[src/rtl/pfpu_seq.sv]
// PFPU program sequencer: fetch, issue to ALU, delayed register write-back.
// Optional PFPU_SEQ_STATS_EN adds the icount issued-instruction counter.
module pfpu_seq #(
  parameter int PC_W    = 11,
  parameter int MAX_LAT = 5
) (
  input  logic            sys_clk,
  input  logic            sys_rst,
  input  logic            start,
  output logic            busy,
  output logic            done,
  output logic [PC_W-1:0] pc,
  input  logic [24:0]     instr,
  output logic [6:0]      a_addr,
  output logic [6:0]      b_addr,
  output logic [3:0]      alu_op,
  output logic [6:0]      w_addr,
  output logic            w_en,
  output logic            vecout,
  output logic            err_collision,
`ifdef PFPU_SEQ_STATS_EN
  output logic [PC_W:0]   icount,
`endif
  output logic            err_pcovf
);

  typedef enum logic [1:0] {
    S_IDLE,
    S_FETCH,
    S_RUN,
    S_DRAIN
  } state_e;

  localparam logic [3:0] OP_VOUT = 4'd7;

  state_e          state_q, state_d;
  logic [PC_W-1:0] pc_q, pc_d;
  logic [6:0]      a_q, a_d;
  logic [6:0]      b_q, b_d;
  logic [3:0]      op_q, op_d;
  logic            vout_q, vout_d;
  logic            vsent_q, vsent_d;
  logic            done_q, done_d;
  logic            col_q, col_d;
  logic            ovf_q, ovf_d;
  logic            wen_q, wen_d;
  logic [6:0]      waddr_q, waddr_d;
  logic [MAX_LAT:1] dv_q, dv_d;
  logic [6:0]      da_q [1:MAX_LAT];
  logic [6:0]      da_d [1:MAX_LAT];
  logic [PC_W:0]   cnt_q, cnt_d;

  logic [3:0] opc;
  logic       issue;
  int         lat;

  assign opc   = instr[10:7];
  assign issue = (state_q == S_RUN);

  always_comb begin
    lat = 0;
    unique case (1'b1)
      (opc inside {4'h1, 4'h2, 4'h3}):        lat = 5;
      (opc inside {4'h6, 4'h8, 4'h9}):        lat = 3;
      (opc inside {4'h4, 4'h5, [4'hA:4'hF]}): lat = 2;
      default:                                lat = 0;
    endcase
  end

  always_comb begin
    state_d = state_q;
    pc_d    = pc_q;
    a_d     = a_q;
    b_d     = b_q;
    op_d    = 4'd0;
    vout_d  = (op_q == OP_VOUT);
    vsent_d = vsent_q | vout_q;
    done_d  = 1'b0;
    col_d   = col_q;
    ovf_d   = ovf_q;
    cnt_d   = cnt_q;
    wen_d   = dv_q[1];
    waddr_d = dv_q[1] ? da_q[1] : waddr_q;
    // Delay line advances one slot per cycle; slot 1 feeds w_en next
    for (int i = 1; i < MAX_LAT; i++) begin
      dv_d[i] = dv_q[i+1];
      da_d[i] = da_q[i+1];
    end
    dv_d[MAX_LAT] = 1'b0;
    da_d[MAX_LAT] = 7'd0;
    for (int i = 1; i <= MAX_LAT; i++) begin
      if (issue && i == lat) begin
        if (dv_d[i]) col_d = 1'b1;
        dv_d[i] = 1'b1;
        da_d[i] = instr[6:0];
      end
    end

    unique case (state_q)
      S_IDLE: begin
        if (start) begin
          state_d = S_FETCH;
          pc_d    = '0;
          col_d   = 1'b0;
          ovf_d   = 1'b0;
          vsent_d = 1'b0;
          cnt_d   = '0;
        end
      end
      S_FETCH: begin
        state_d = S_RUN;
        pc_d    = pc_q + 1'b1;
      end
      S_RUN: begin
        a_d  = instr[24:18];
        b_d  = instr[17:11];
        op_d = opc;
        pc_d = pc_q + 1'b1;
        if (opc != 4'd0) cnt_d = cnt_q + 1'b1;
        // pc_q == 0 here means the last word of memory is being issued
        if (opc == OP_VOUT) begin
          state_d = S_DRAIN;
        end else if (pc_q == '0) begin
          state_d = S_DRAIN;
          ovf_d   = 1'b1;
        end
      end
      S_DRAIN: begin
        if (dv_q == '0 && (vout_q || vsent_q || ovf_q)) begin
          state_d = S_IDLE;
          done_d  = 1'b1;
        end
      end
      default: state_d = S_IDLE;
    endcase
  end

  always_ff @(posedge sys_clk) begin
    if (!sys_rst) begin
      state_q <= S_IDLE;
      pc_q    <= '0;
      a_q     <= '0;
      b_q     <= '0;
      op_q    <= '0;
      vout_q  <= 1'b0;
      vsent_q <= 1'b0;
      done_q  <= 1'b0;
      col_q   <= 1'b0;
      ovf_q   <= 1'b0;
      wen_q   <= 1'b0;
      waddr_q <= '0;
      dv_q    <= '0;
      cnt_q   <= '0;
      for (int i = 1; i <= MAX_LAT; i++) da_q[i] <= '0;
    end else begin
      state_q <= state_d;
      pc_q    <= pc_d;
      a_q     <= a_d;
      b_q     <= b_d;
      op_q    <= op_d;
      vout_q  <= vout_d;
      vsent_q <= vsent_d;
      done_q  <= done_d;
      col_q   <= col_d;
      ovf_q   <= ovf_d;
      wen_q   <= wen_d;
      waddr_q <= waddr_d;
      dv_q    <= dv_d;
      cnt_q   <= cnt_d;
      for (int i = 1; i <= MAX_LAT; i++) da_q[i] <= da_d[i];
    end
  end

  assign busy          = (state_q != S_IDLE);
  assign done          = done_q;
  assign pc            = pc_q;
  assign a_addr        = a_q;
  assign b_addr        = b_q;
  assign alu_op        = op_q;
  assign w_addr        = waddr_q;
  assign w_en          = wen_q;
  assign vecout        = vout_q;
  assign err_collision = col_q;
  assign err_pcovf     = ovf_q;
`ifdef PFPU_SEQ_STATS_EN
  assign icount        = cnt_q;
`endif

endmodule

[config.mk]
export PLATFORM = sky130hd
export DESIGN_NAME = pfpu_seq
export DESIGN_NICKNAME = d
export VERILOG_FILES = /design/src/rtl/pfpu_seq.sv
export SDC_FILE = /design/constraint.sdc
export NUM_CORES = 1
export LEC_CHECK = 0
export CORE_MARGIN = 4
export CORE_UTILIZATION = 53
export DETAILED_ROUTE_END_ITERATION = 16
export PLACE_DENSITY = 0.83
export SYNTH_ARGS = -nofsm -noshare
export SYNTH_HDL_FRONTEND = slang
export SYNTH_SLANG_ARGS = --single-unit
export TNS_END_PERCENT = 20
[constraint.sdc]
create_clock -name sys_clk -period 3.1 [get_ports sys_clk]
set_input_delay 0.62 -clock sys_clk [delete_from_list [all_inputs] [get_ports sys_clk]]
set_output_delay 0.62 -clock sys_clk [all_outputs]
set_load 0.005 [all_outputs]
==> results.yml, run 1 <==
sta:
  final.min_clock_period_ns: 2.29
  fmax_mhz: 436
  relSlewSlack_pct: 53.5
  slew_viol_final: 0
  finalWorstSetupSlack_ns: 0.808
  rsz0062_at_grt: "no"
  tightest_slew_ns: 0.691
  fin_crit_sh_pct: 73.9
  tns_ns: 0
  setup_violations: 0
  hold_viol: 0
  fin_skew_ns: 0.00636
clock_tree:
  cts_buffer_depth: 2
  ctsHoldBuffers: 0
  cts_made_buffers: 9
  cts-root-buf: "clkbuf_8"
  clk_transition_reported_paths_ns: 0.08
  clock_sinks: 84
  cts_resized: 0
  clkLatencyLatePin_ns: 0.33
  cts_tree: "built"
  post_cts_buffers: 0
  cts_max_level: 3
setup_path:
  timing.critical_path.required_ns: 2.48
  path_max_fanout: 7
  end_kind: "primary output"
  critPathKind: "reg2out"
  r2r_cells: 5
  crit_arrival_ns: 1.67
  critPathLaunchType: "flop"
yosys:
  ys_async_sr_fraction_pct: 0
  netlist_instances: 290
  synthTopCellsByArea: "dfxtp_1, mux2i_1, nor2b_1"
  synth_edf_count: 0
  synth_top_area_share_pct: 53.3
  synth_cell_types: 49
  synthFlopType: "dfxtp_1"
  synth_top_cell_by_area: "dfxtp_1"
  synth_area_per_cell_sq_um: 10.9
  ys_warn_count: 0
  syn-num-nets: 323
  ys_ff_latch: 84
  synth_seq_area_share_pct: 53.3
  syn_area_sq_mm: 0.00315
route:
  postRouteAntennaNets: 0
  viasPerCell: 5.06
  drt_iter0_markers: 123
  drt_pass1_iterations: 4
  dr_total_vias: 2205
  routed_wl_um: 5810
  drc: 0
  wl_per_cell_um: 13.3
floorplan:
  core_sq_mm: 0.00564
  fp-row-count: 27
  die_h_um: 85.1
  io_pins: 70
  fp.dieW_um: 85.1
  die_area_sq_mm: 0.00725
  start_util_pct: 55.9
placed_design:
  placement.setup.worst_slack_ns: 0.778
  io_buffer_count: 69
  hpwlAfterDp_um: 4140
  gp_congestion: 0.734
pwr:
  p_int_mw: 1.92
  power_density_mw_per_mm2: 654
  swShare_pct: 28.2
  power.total_mw: 2.67
  pwr-share-comb_pct: 25.1
  clkPwrFrac_pct: 29.0
  leakagePower_nw: 1.58
  ir_drop_uv: 440
  power.share.sequential_pct: 45.9
  p_sw_mw: 0.754
global_routing:
  grtUsageTotal_pct: 17.0
  grt_first_pass_wirelength_um: 10100
  grt_max_degree: 59
  grt_pass1_vias: 2207
  antenna_found_initial: 0
  overflow: 0
layout:
  multi_input_area_sq_mm: 0.00138
  fillers: 411
  nNetsFinal: 392
  area_growth_pct: 29.6
  seqCellArea_sq_mm: 0.00168
  n_antenna_cell: 0
  drive_gt1_share_pct: 6.87
flow_run:
  cap_violations: 0
status:
  run_status: "finished, final reports clean"
min_path:
  hold_path_depth: 1
  hp-class: "reg2reg"
## worst max-delay path: stages, from the launching register on
cell and delay [ns]:
dfxtp_1 0.37, inv_1 0.08, ha_1 0.30, inv_1 0.09
clkdlybuf4s50_1 0.49
## cells in the final DEF (no fill, tap or decap), types with 2 or more instances in the layout
cell type and count:
nand2_1 9, nor2b_1 39, a21boi_0 2, nand2b_1 3, clkinvlp_4 3, inv_1 9, o21ai_0 4, xor2_1 2
ha_1 5, dfxtp_1 84, nor3b_1 2, nor2_1 9, or3_1 3, buf_4 2, and2_1 25, nand3_1 4
and3_1 4, mux2i_1 37, clkdlybuf4s50_1 68, o211a_1 2, xnor2_1 2, nor4_1 2, a21oi_1 4, clkbuf_8 10
## state kept, by name (all words and copies together), names as in the netlist, 2 cells and up
signal / cells
a_addr: 7
alu_op: 4
b_addr: 7
da_q: 35
dv_q: 5
pc: 11
state_q: 2
w_addr: 7
## power groups by stage
stage                     Clock (mW)  Sequential (mW)  Combinational (mW)
after floorplan                    0             1.24               0.434
after global placement             0             1.25               0.662
after detailed placement           0             1.25               0.676
after CTS                      0.788             1.23               0.681
after global routing           0.840             1.24               0.739
final                          0.775             1.23               0.671
## worst paths after layout
check | startpoint | to | slack, ns
max reg2reg | state_q[0] | da_q[5][2] | 1.15
min reg2reg | alu_op[3] | vecout | 0.43
max | state_q[0] | busy | 0.81
min | alu_op[3] | vecout | 0.43
## area by class of cell
cell class / count / share of cell area, %
tap: 72 / 2.20
timing repair buffer: 71 / 17.1
clock buffer: 11 / 3.46
multi-input combinational: 184 / 33.7
sequential: 84 / 41.2
inverter: 9 / 0.827
clock inverter: 5 / 1.50
## cells in the mapped netlist (all sizes together), types with 5 or more instances
master  count
dfxtp      84
nor2b      39
mux2i      37
and2       25
nand2      10
clkbuf      9
inv         9
nor2        9
o21ai       6
ha          5
## through the flow
step / utilization [%] / hold slack, ns / instances / area [sq um]
5_1_grt: 72.4 / 0.444 / 436 / 4090
6_report: 72.4 / 0.426 / 436 / 4090
3_3_place_gp: 68.8 / 0.408 / 420 / 3880
3_5_place_dp: 68.8 / 0.413 / 420 / 3880
2_1_floorplan: - / 0.406 / 290 / 3150
4_1_cts: 72.4 / 0.430 / 436 / 4090
## per-layer routing
| layer | up-vias | track usage [%] | share of wire (%) |
|---|---|---|---|
| met1 | 1031 | 22.3 | 45 |
| met4 | 0 | 5.61 | 1.2 |
| li1 | 1115 | - | - |
| met5 | - | 0 | 0 |
| met2 | 52 | 27.0 | 48 |
| met3 | 7 | 4.85 | 5.6 |
## logic make-up after synthesis
group	after synthesis	synth area share [%]
and+or+nand+nor	112	22.1
DFF	84	53.3
muxes	39	12.6
AOI/OAI and AO/OA	24	5.91
buffers and inverters	22	2.98
adders and majority gates	5	1.98
xor gates and xnor gates	4	1.11
(Power assumes the default switching activity.)
==> run 2, diff against run 1 <==
--- a/config.mk
+++ b/config.mk
@@ -6,9 +6,9 @@
 export NUM_CORES = 1
 export LEC_CHECK = 0
 export CORE_MARGIN = 4
-export CORE_UTILIZATION = 53
+export CORE_UTILIZATION = 50
 export DETAILED_ROUTE_END_ITERATION = 16
-export PLACE_DENSITY = 0.83
+export PLACE_DENSITY = 0.79
 export SYNTH_ARGS = -nofsm -noshare
 export SYNTH_HDL_FRONTEND = slang
 export SYNTH_SLANG_ARGS = --single-unit
==> constraint.sdc (replaced) <==
create_clock -name sys_clk -period 2.25 [get_ports sys_clk]
set_input_delay 0.45 -clock sys_clk [delete_from_list [all_inputs] [get_ports sys_clk]]
set_output_delay 0.45 -clock sys_clk [all_outputs]
set_load 0.005 [all_outputs]
==> run 2 against run 1 <==
Compared with the run above: combinational power is 40% higher; utilization is 3.7 points lower; final cell count is 1.6% higher; die area is 5.4% higher; wire length is 0.36% higher; global-route usage is 0.59 points lower; design area is 1.3% higher; setup slack worse by 0.66 ns; sequential power is 37% higher; sequential cell count stayed put; sequential share of layout area is 0.55 points lower; first-iteration DRC count is 12% lower.
==> results.yml, run 2 (synthesis gave the netlist of run 1 again) <==
global_routing:
  grtUsageTotal_pct: 16.4
  grt_max_degree: 37
  grt_first_pass_wirelength_um: 9870
  grt_pass1_vias: 2230
  overflow: 0
  antenna_found_initial: 0
setup_path:
  timing.critical_path.required_ns: 1.80
  path_max_fanout: 7
  critPathLaunchType: "flop"
  r2r_cells: 6
  end_kind: "primary output"
  critPathKind: "reg2out"
  crit_arrival_ns: 1.65
placed_design:
  gp_congestion: 0.783
  hpwlAfterDp_um: 4130
  io_buffer_count: 69
  placed_area_sq_mm: 0.00392
route:
  wl_per_cell_um: 13.2
  drc: 0
  drt_iter0_markers: 108
  postRouteAntennaNets: 0
  viasPerCell: 4.95
  routed_wl_um: 5830
  dr_total_vias: 2195
  drt_pass1_iterations: 4
sta:
  rsz0062_at_grt: "no"
  hold_viol: 0
  fmax_mhz: 475
  setup_violations: 0
  slew_viol_final: 0
  fin_crit_sh_pct: 93.5
  tightest_slew_ns: 0.559
  fin_skew_ns: 0.00447
  relSlewSlack_pct: 62.7
  final.min_clock_period_ns: 2.10
  tns_ns: 0
layout:
  stdcell_area_sq_mm: 0.00414
  n_antenna_cell: 0
  largest_reg_flops: 35
  drive_gt1_share_pct: 8.15
  nNetsFinal: 396
  final_cell_mix: "dfxtp_1, clkdlybuf4s50_1, nor2b_1"
  layout_commonest_cell: "dfxtp_1"
  regMostFlops: "da_q"
  area_growth_pct: 31.3
pwr:
  ir_drop_uv: 603
  leakagePower_nw: 1.62
  power_density_mw_per_mm2: 917
clock_tree:
  cts_buffer_depth: 2
  cts_resized: 0
  cts_made_buffers: 9
  ctsHoldBuffers: 0
  clkLatencyLatePin_ns: 0.34
  cts-root-buf: "clkbuf_8"
  post_cts_buffers: 0
  cts_tree: "built"
  clock_sinks: 84
  clk_transition_reported_paths_ns: 0.08
  cts_max_level: 3
floorplan:
  die_h_um: 87.4
  core_sq_mm: 0.00603
  io_pins: 70
  start_util_pct: 52.3
  fp-row-count: 28
  fp.dieW_um: 87.4
  die_area_sq_mm: 0.00764
min_path:
  hp-class: "reg2reg"
  hold_path_depth: 1
flow_run:
  cap_violations: 0
status:
  run_status: "finished, final reports clean"
-- run 2: path summary, 6_finish.rpt --
| kind | slack [ns] | endpoint | start |
|---|---|---|---|
| min | 0.43 | da_q[1][2] | da_q[2][2] |
| max | 0.15 | busy | state_q[0] |
| max reg2reg | 0.35 | pc[9] | state_q[1] |
| min reg2reg | 0.43 | da_q[1][2] | da_q[2][2] |
-- run 2: stage by stage --
stage	setup WS, ns	cells	utilization (%)	hold slack, ns	total power, mW
after floorplan	0.541	290	-	0.406	2.31
after global placement	0.199	427	65.0	0.410	2.64
after detailed placement	0.169	427	65.0	0.413	2.66
after CTS	0.122	443	68.7	0.431	3.84
after global routing	0.0435	443	68.7	0.452	4.02
final	0.147	443	68.7	0.430	3.80
-- run 2: layer usage --
metal	wire [um]	track usage, %
met2	2860	27.6
met3	269	4.07
met1	2590	19.5
met4	110	7.81
met5	0	0
-- run 2: power by group --
group          switching (mW)  leakage, nW  internal (mW)
Sequential             0.0757        0.678           1.61
Clock                   0.518        0.113          0.655
Combinational           0.440        0.830          0.499
-- run 2: worst max-delay path, stage by stage (launching register included) --
cell and delay [ns]:
dfxtp_1 0.36, inv_1 0.07, ha_1 0.31, inv_1 0.08, clkdlybuf4s50_1 0.49
-- run 2: area by class of cell --
cell class                      count  area (sq um)
Multi-Input combinational cell    184          1380
Fill cell                         465          1880
Sequential cell                    84          1680
Clock inverter                      6          86.3
Tap cell                           75          93.8
Inverter                            9          33.8
Clock buffer                       10           138
Timing Repair Buffer               75           731
